[src/rtl/mplc_fetch_unit_pkg.sv]
// Shared MPLC instruction-list definitions: opcodes, addressing modes, field slices
// and fetch sequencer state encodings.
package mplc_fetch_unit_pkg;

  localparam int unsigned OPC_MSB  = 17;
  localparam int unsigned OPC_LSB  = 14;
  localparam int unsigned MODE_MSB = 13;
  localparam int unsigned MODE_LSB = 12;
  localparam int unsigned OPR_MSB  = 11;

  typedef enum logic [3:0] {
    I_NOP  = 4'h0,
    I_LD   = 4'h1,
    I_LDN  = 4'h2,
    I_ST   = 4'h3,
    I_STN  = 4'h4,
    I_AND  = 4'h5,
    I_ANDN = 4'h6,
    I_OR   = 4'h7,
    I_ORN  = 4'h8,
    I_XOR  = 4'h9,
    I_NOT  = 4'hA,
    I_JMP  = 4'hC,
    I_JMPC = 4'hD
  } opcode_e;

  typedef enum logic [1:0] {
    M_DIRECT   = 2'd0,
    M_IMM      = 2'd1,
    M_INDIRECT = 2'd2,
    M_RSVD     = 2'd3
  } mode_e;

  typedef enum logic [1:0] {
    FETCH_ST_IDLE      = 2'd0,
    FETCH_ST_RUN       = 2'd1,
    FETCH_ST_WAIT_COND = 2'd2
  } fetch_state_e;

  function automatic logic [17:0] mk_instr(input opcode_e op, input mode_e md,
                                           input logic [11:0] opr);
    return {op, md, opr};
  endfunction

endpackage

[src/rtl/mplc_fetch_unit.sv]
// MPLC instruction fetch/sequencer: resolves JMP/JMPC, issues IR over valid/ready,
// marks scan boundaries. Optional instruction watchdog via MPLC_FETCH_WATCHDOG_EN.
module mplc_fetch_unit
  import mplc_fetch_unit_pkg::*;
#(
  parameter int unsigned    DW        = 18,
  parameter int unsigned    AW        = 12,
  parameter logic [AW-1:0]  END_ADDR  = 12'hFFF,
  parameter int unsigned    SCW       = 16,
  parameter int unsigned    WDT_LIMIT = 4095
) (
  input  logic           CLK,
  input  logic           RST_N,
  input  logic           EN,
  output logic [AW-1:0]  A,
  input  logic [DW-1:0]  DQ,
  output logic [DW-1:0]  IR,
  output logic [AW-1:0]  IR_PC,
  output logic           IR_VALID,
  input  logic           IR_READY,
  input  logic           COND_VALID,
  input  logic           COND,
  output logic           SCAN_DONE,
  output logic [SCW-1:0] SCAN_CNT,
  output logic           WDT_TRIP
);

  fetch_state_e   state_q, state_d;
  logic [AW-1:0]  pc_q, pc_d;
  logic [DW-1:0]  ir_q, ir_d;
  logic [AW-1:0]  ir_pc_q, ir_pc_d;
  logic           ir_valid_q, ir_valid_d;
  logic           scan_done_q, scan_done_d;
  logic [SCW-1:0] scan_cnt_q, scan_cnt_d;
  logic [AW-1:0]  jmpc_tgt_q, jmpc_tgt_d;

  logic [3:0]     opc;
  logic [AW-1:0]  operand;
  logic           slot_free;
  logic           consume;
  logic           end_scan;
  logic           wdt_trip;

`ifdef MPLC_FETCH_WATCHDOG_EN
  localparam int unsigned WCW = $clog2(WDT_LIMIT + 1);
  logic [WCW-1:0] wdt_cnt_q, wdt_cnt_d;
  logic           wdt_trip_q, wdt_trip_d;
  assign wdt_trip = wdt_trip_q;
`else
  assign wdt_trip = 1'b0;
`endif

  assign opc       = DQ[OPC_MSB:OPC_LSB];
  assign operand   = AW'(DQ[OPR_MSB:0]);
  assign slot_free = !ir_valid_q || IR_READY;

  always_comb begin
    state_d     = state_q;
    pc_d        = pc_q;
    ir_d        = ir_q;
    ir_pc_d     = ir_pc_q;
    ir_valid_d  = ir_valid_q && !IR_READY;
    scan_done_d = 1'b0;
    scan_cnt_d  = scan_cnt_q;
    jmpc_tgt_d  = jmpc_tgt_q;
    consume     = 1'b0;
    end_scan    = 1'b0;

    unique case (state_q)
      FETCH_ST_IDLE: begin
        if (EN && !wdt_trip) state_d = FETCH_ST_RUN;
      end
      FETCH_ST_RUN: begin
        if (slot_free) begin
          consume = 1'b1;
          if (opc == I_JMP) begin
            if (operand == END_ADDR) end_scan = 1'b1;
            else                     pc_d     = operand;
          end else begin
            ir_d       = DQ;
            ir_pc_d    = pc_q;
            ir_valid_d = 1'b1;
            if (opc == I_JMPC) begin
              jmpc_tgt_d = operand;
              state_d    = FETCH_ST_WAIT_COND;
            end else begin
              pc_d = pc_q + AW'(1);
            end
          end
        end
      end
      FETCH_ST_WAIT_COND: begin
        if (COND_VALID) begin
          state_d = FETCH_ST_RUN;
          if (!COND)                        pc_d     = pc_q + AW'(1);
          else if (jmpc_tgt_q == END_ADDR)  end_scan = 1'b1;
          else                              pc_d     = jmpc_tgt_q;
        end
      end
      default: state_d = FETCH_ST_IDLE;
    endcase

    // Scan end is shared by JMP END_ADDR and a taken JMPC END_ADDR; EN is only honoured here.
    if (end_scan) begin
      pc_d        = '0;
      scan_done_d = 1'b1;
      scan_cnt_d  = scan_cnt_q + SCW'(1);
      state_d     = EN ? FETCH_ST_RUN : FETCH_ST_IDLE;
    end

`ifdef MPLC_FETCH_WATCHDOG_EN
    wdt_cnt_d  = wdt_cnt_q;
    wdt_trip_d = wdt_trip_q;
    if (end_scan) begin
      wdt_cnt_d = '0;
    end else if (consume) begin
      wdt_cnt_d = wdt_cnt_q + WCW'(1);
      if (wdt_cnt_d == WCW'(WDT_LIMIT)) wdt_trip_d = 1'b1;
    end
    if (wdt_trip_d) state_d = FETCH_ST_IDLE;
`endif
  end

  always_ff @(posedge CLK) begin
    if (!RST_N) begin
      state_q     <= FETCH_ST_IDLE;
      pc_q        <= '0;
      ir_q        <= '0;
      ir_pc_q     <= '0;
      ir_valid_q  <= 1'b0;
      scan_done_q <= 1'b0;
      scan_cnt_q  <= '0;
      jmpc_tgt_q  <= '0;
`ifdef MPLC_FETCH_WATCHDOG_EN
      wdt_cnt_q   <= '0;
      wdt_trip_q  <= 1'b0;
`endif
    end else begin
      state_q     <= state_d;
      pc_q        <= pc_d;
      ir_q        <= ir_d;
      ir_pc_q     <= ir_pc_d;
      ir_valid_q  <= ir_valid_d;
      scan_done_q <= scan_done_d;
      scan_cnt_q  <= scan_cnt_d;
      jmpc_tgt_q  <= jmpc_tgt_d;
`ifdef MPLC_FETCH_WATCHDOG_EN
      wdt_cnt_q   <= wdt_cnt_d;
      wdt_trip_q  <= wdt_trip_d;
`endif
    end
  end

  assign A         = pc_q;
  assign IR        = ir_q;
  assign IR_PC     = ir_pc_q;
  assign IR_VALID  = ir_valid_q;
  assign SCAN_DONE = scan_done_q;
  assign SCAN_CNT  = scan_cnt_q;
  assign WDT_TRIP  = wdt_trip;

endmodule

[config.mk]
export PLATFORM = sky130hd
export DESIGN_NAME = mplc_fetch_unit
export DESIGN_NICKNAME = d
export VERILOG_FILES = /design/src/rtl/mplc_fetch_unit_pkg.sv /design/src/rtl/mplc_fetch_unit.sv
export SDC_FILE = /design/constraint.sdc
export NUM_CORES = 1
export LEC_CHECK = 0
export CAP_MARGIN = 10
export CORE_MARGIN = 5
export CORE_UTILIZATION = 40
export CTS_BUF_LIST = sky130_fd_sc_hd__clkbuf_2
export DETAILED_ROUTE_END_ITERATION = 10
export PLACE_DENSITY = 0.65
export RECOVER_POWER = 50
export REMOVE_ABC_BUFFERS = 1
export SETUP_SLACK_MARGIN = 0.05
export SLEW_MARGIN = 20
export SYNTH_ARGS = -nofsm -noshare
export SYNTH_HDL_FRONTEND = slang
export SYNTH_SLANG_ARGS = --single-unit
export TNS_END_PERCENT = 1
[constraint.sdc]
create_clock -name CLK -period 1.8 [get_ports CLK]
set_input_delay 0.36 -clock CLK [delete_from_list [all_inputs] [get_ports CLK]]
set_output_delay 0.36 -clock CLK [all_outputs]
set_load 0.05 [all_outputs]
==> metrics.yaml <==
outcome:
  status: "finished, violations left"
  violations: "negative setup slack"
synthesis:
  syn-instance-count: 426
  yosysTopAreaCell: "dfxtp_1"
  synth_area_mm2: 0.00363
  synth_edf_count: 0
  synthTopCellsByCount: "74 x dfxtp_1, 57 x nor2_1, 41 x mux2i_1, 33 x a21oi_1, 28 x nand2_1"
  ys_seq_elements: 74
  synth.avg_cell_area_um2: 8.51
  ys_warn_count: 0
  ys_seq_area_share_pct: 40.9
  synthArstFlopShare_pct: 0
  synth.most_common_cell: "dfxtp_1"
  synth.distinct_cells: 46
  synth_ff_type: "dfxtp_1"
  synth_area_leaders: "dfxtp_1 41%, mux2i_1 11%, nor2_1 5.9%"
  yosysTopAreaCellShare_pct: 40.9
critical_path:
  reg2reg_depth: 7
  arrival_ns: 2.34
  start_kind: "register"
  r2r-end: "SCAN_CNT[12]$_SDFFE_PN0P_"
  worstPathMaxFanout: 25
  reg2reg_slack_ns: -0.09
  worstPathRequired_ns: 2.25
  worstSetupPathType: "reg2reg"
  r2r-start: "state_q[0]$_SDFFE_PN0P_"
  worstSetupEndpointType: "register"
run:
  max_cap_violations: 0
sta:
  finalCritPeriodShare_pct: 105
  hold_viol: 0
  rsz0062_at_grt: "true"
  worstMarginPinSlew_ns: 0.497
  relSlewSlack_pct: 66.8
  layout_setup_ws_ns: -0.0903
  drv_slew: 0
  skew_ns: 0.0276
  setup_viol: 13
  period_needed_ns: 1.89
  timing.fmax_mhz: 529
floorplan:
  row_count: 34
  core_mm2: 0.00876
  start_util_pct: 41.4
  fp.dieH_um: 105
  die_x_um: 105
  num_io_pins: 85
  fp.dieArea_mm2: 0.0111
clock_tree:
  cts_buffers: 9
  path_clk_slew_ns: 0.20
  clk_latency_ns: 0.51
  cts_tree: "done"
  htreeDepth: 3
  cts.path.max_buffers: 2
  cts_sinks: 74
  cts_root_buf: "clkbuf_2"
  ctsHoldBuffers: 0
final_layout:
  drive_gt1_share_pct: 32.8
  area_delta_synth_final_pct: 41.6
  instances_no_fill: 689
  finalNetCount: 605
  post-route-util_pct: 58.6
  fin_area_mm2: 0.00513
route:
  wl_per_cell_um: 15.1
  ant_nets: 0
  vias: 3690
  drt-vias-per-instance: 5.36
  drt_iter0_markers: 159
  wl_mm: 10.4
  route.detailed.drc: 0
  drtPass1Iterations: 5
pwr:
  clkPwrFrac_pct: 17.6
  p_seq_share_pct: 43.3
  peakVddDrop_mv: 0.551
  p_switching_mw: 1.66
  total_leakage_power_nw: 2.32
  p_int_mw: 2.63
  p_comb_share_pct: 39.1
  power_density_mw_per_mm2: 836
  p_total_mw: 4.29
  p_sw_share_pct: 38.7
global_route:
  grt_pass1_wl_mm: 17.0
  grt_usage_pct: 18.4
  grt_max_degree: 43
  grt_remaining_overflow: 0
  antenna_found_initial: 1
  grt_pass1_vias: 3492
placed_design:
  dp_hpwl_mm: 7.92
  gp_congestion: 0.852
  pre_cts_slack_ns: -0.569
  placed_area_mm2: 0.00505
  post-place-cells: 672
  numPortBuffers: 83
hold_path:
  hp-start: "DQ[13]"
  hp-class: "in2reg"
  hold_depth: 3
  holdPathEnd: "IR[13]$_SDFFE_PN0P_"
==> metal layers <==
layer  part of all wire (%)  track usage (%)  wire length [um]
met5                      0                0                 0
met4                    1.3             6.76               131
met3                    5.3             3.30               550
met2                     46             28.5              4780
met1                     47             25.7              4940
==> power by group through the flow <==
stage,Combinational (mW),Sequential (mW),Clock [mW]
floorplan,0.517,2.35,0
global placement,1.66,1.89,0
detailed placement,1.68,1.89,0
CTS,1.72,1.86,0.786
global route,1.79,1.88,0.841
finish,1.68,1.86,0.755
==> worst max-delay path: stages, from the launching register on <==
cell	delay (ns)
dfxtp_2	0.39
inv_2	0.05
ha_4	0.26
and4_1	0.20
a22oi_2	0.10
buf_12	0.18
or4_4	0.51
a21oi_2	0.13
==> how the worst max path moves through the flow <==
stage,startpoint,to,slack (ns),cells after the start
floorplan,IR_VALID$_SDFF_PN0_,A[9]$_SDFFE_PP0P_,-0.82,5
global placement,DQ[9],SCAN_CNT[5]$_SDFFE_PN0P_,-0.52,8
detailed placement,DQ[14],SCAN_CNT[8]$_SDFFE_PN0P_,-0.57,7
CTS,state_q[0]$_SDFFE_PN0P_,SCAN_CNT[8]$_SDFFE_PN0P_,-0.10,7
global route,state_q[0]$_SDFFE_PN0P_,SCAN_CNT[12]$_SDFFE_PN0P_,-0.16,7
finish,state_q[0]$_SDFFE_PN0P_,SCAN_CNT[12]$_SDFFE_PN0P_,-0.09,7
==> cell families after synthesis <==
kind of cell / Yosys count / share of synthesized area (%)
buffers and inverters: 40 / 4.69
adder cells (fa/ha/maj): 6 / 2.07
AO/OA/AOI/OAI: 99 / 17.4
multiplexers: 41 / 11.3
XOR/XNOR: 5 / 1.21
AND/OR/NAND/NOR: 160 / 22.4
other: 1 / 0.103
flip-flops: 74 / 40.9
==> through the flow <==
stage          hold slack [ns]  setup TNS (ns)
6_report                 0.397          -0.640
5_1_grt                  0.379           -2.87
4_1_cts                  0.358          -0.822
3_5_place_dp             0.457          -23.30
3_3_place_gp             0.445          -22.22
2_1_floorplan            0.468          -36.41
==> what timing repair did <==
item                       in CTS  in global routing
pin swaps                       2                 17
setup endpoints to repair      30                 30
buffers inserted                0                  0
resized for setup              16                 18
cloned                          0                  0
==> flip-flops by register name (all words and copies together) (netlist names) <==
| register | count |
|---|---|
| IR | 18 |
| SCAN_CNT | 16 |
| A | 12 |
| IR_PC | 12 |
| jmpc_tgt_q | 12 |
| state_q | 2 |
| IR_VALID | 1 |
| SCAN_DONE | 1 |
==> area by class of cell <==
| class | instances | area [um2] |
|---|---|---|
| Sequential cell | 74 | 1490 |
| Timing Repair Buffer | 168 | 1310 |
| Antenna cell | 1 | 2.50 |
| Multi-Input combinational cell | 312 | 2090 |
| Fill cell | 822 | 3630 |
| Clock inverter | 4 | 18.8 |
| Clock buffer | 12 | 60.1 |
| Tap cell | 108 | 135 |
| Inverter | 10 | 40.0 |
==> cells in the final DEF, fill, tap and decap left out, types with 3 or more instances in the layout <==
cell,count
or4_1,5
o31ai_1,7
xor2_1,5
or3_1,8
nand3_1,15
clkbuf_2,53
and4_1,4
nor2_1,56
a211oi_1,11
o311ai_0,3
o21ai_1,3
buf_4,94
a31oi_1,8
clkinv_2,3
nand4_1,12
a21oi_1,28
nor4_2,3
a21oi_2,5
nor3_1,5
nand2_1,27
nand2b_1,8
mux2i_1,40
dfxtp_1,71
dfxtp_2,3
o21ai_0,16
buf_12,7
clkdlybuf4s50_1,23
inv_1,6
ha_1,3
Note: power is estimated with default switching activity, not from simulation.
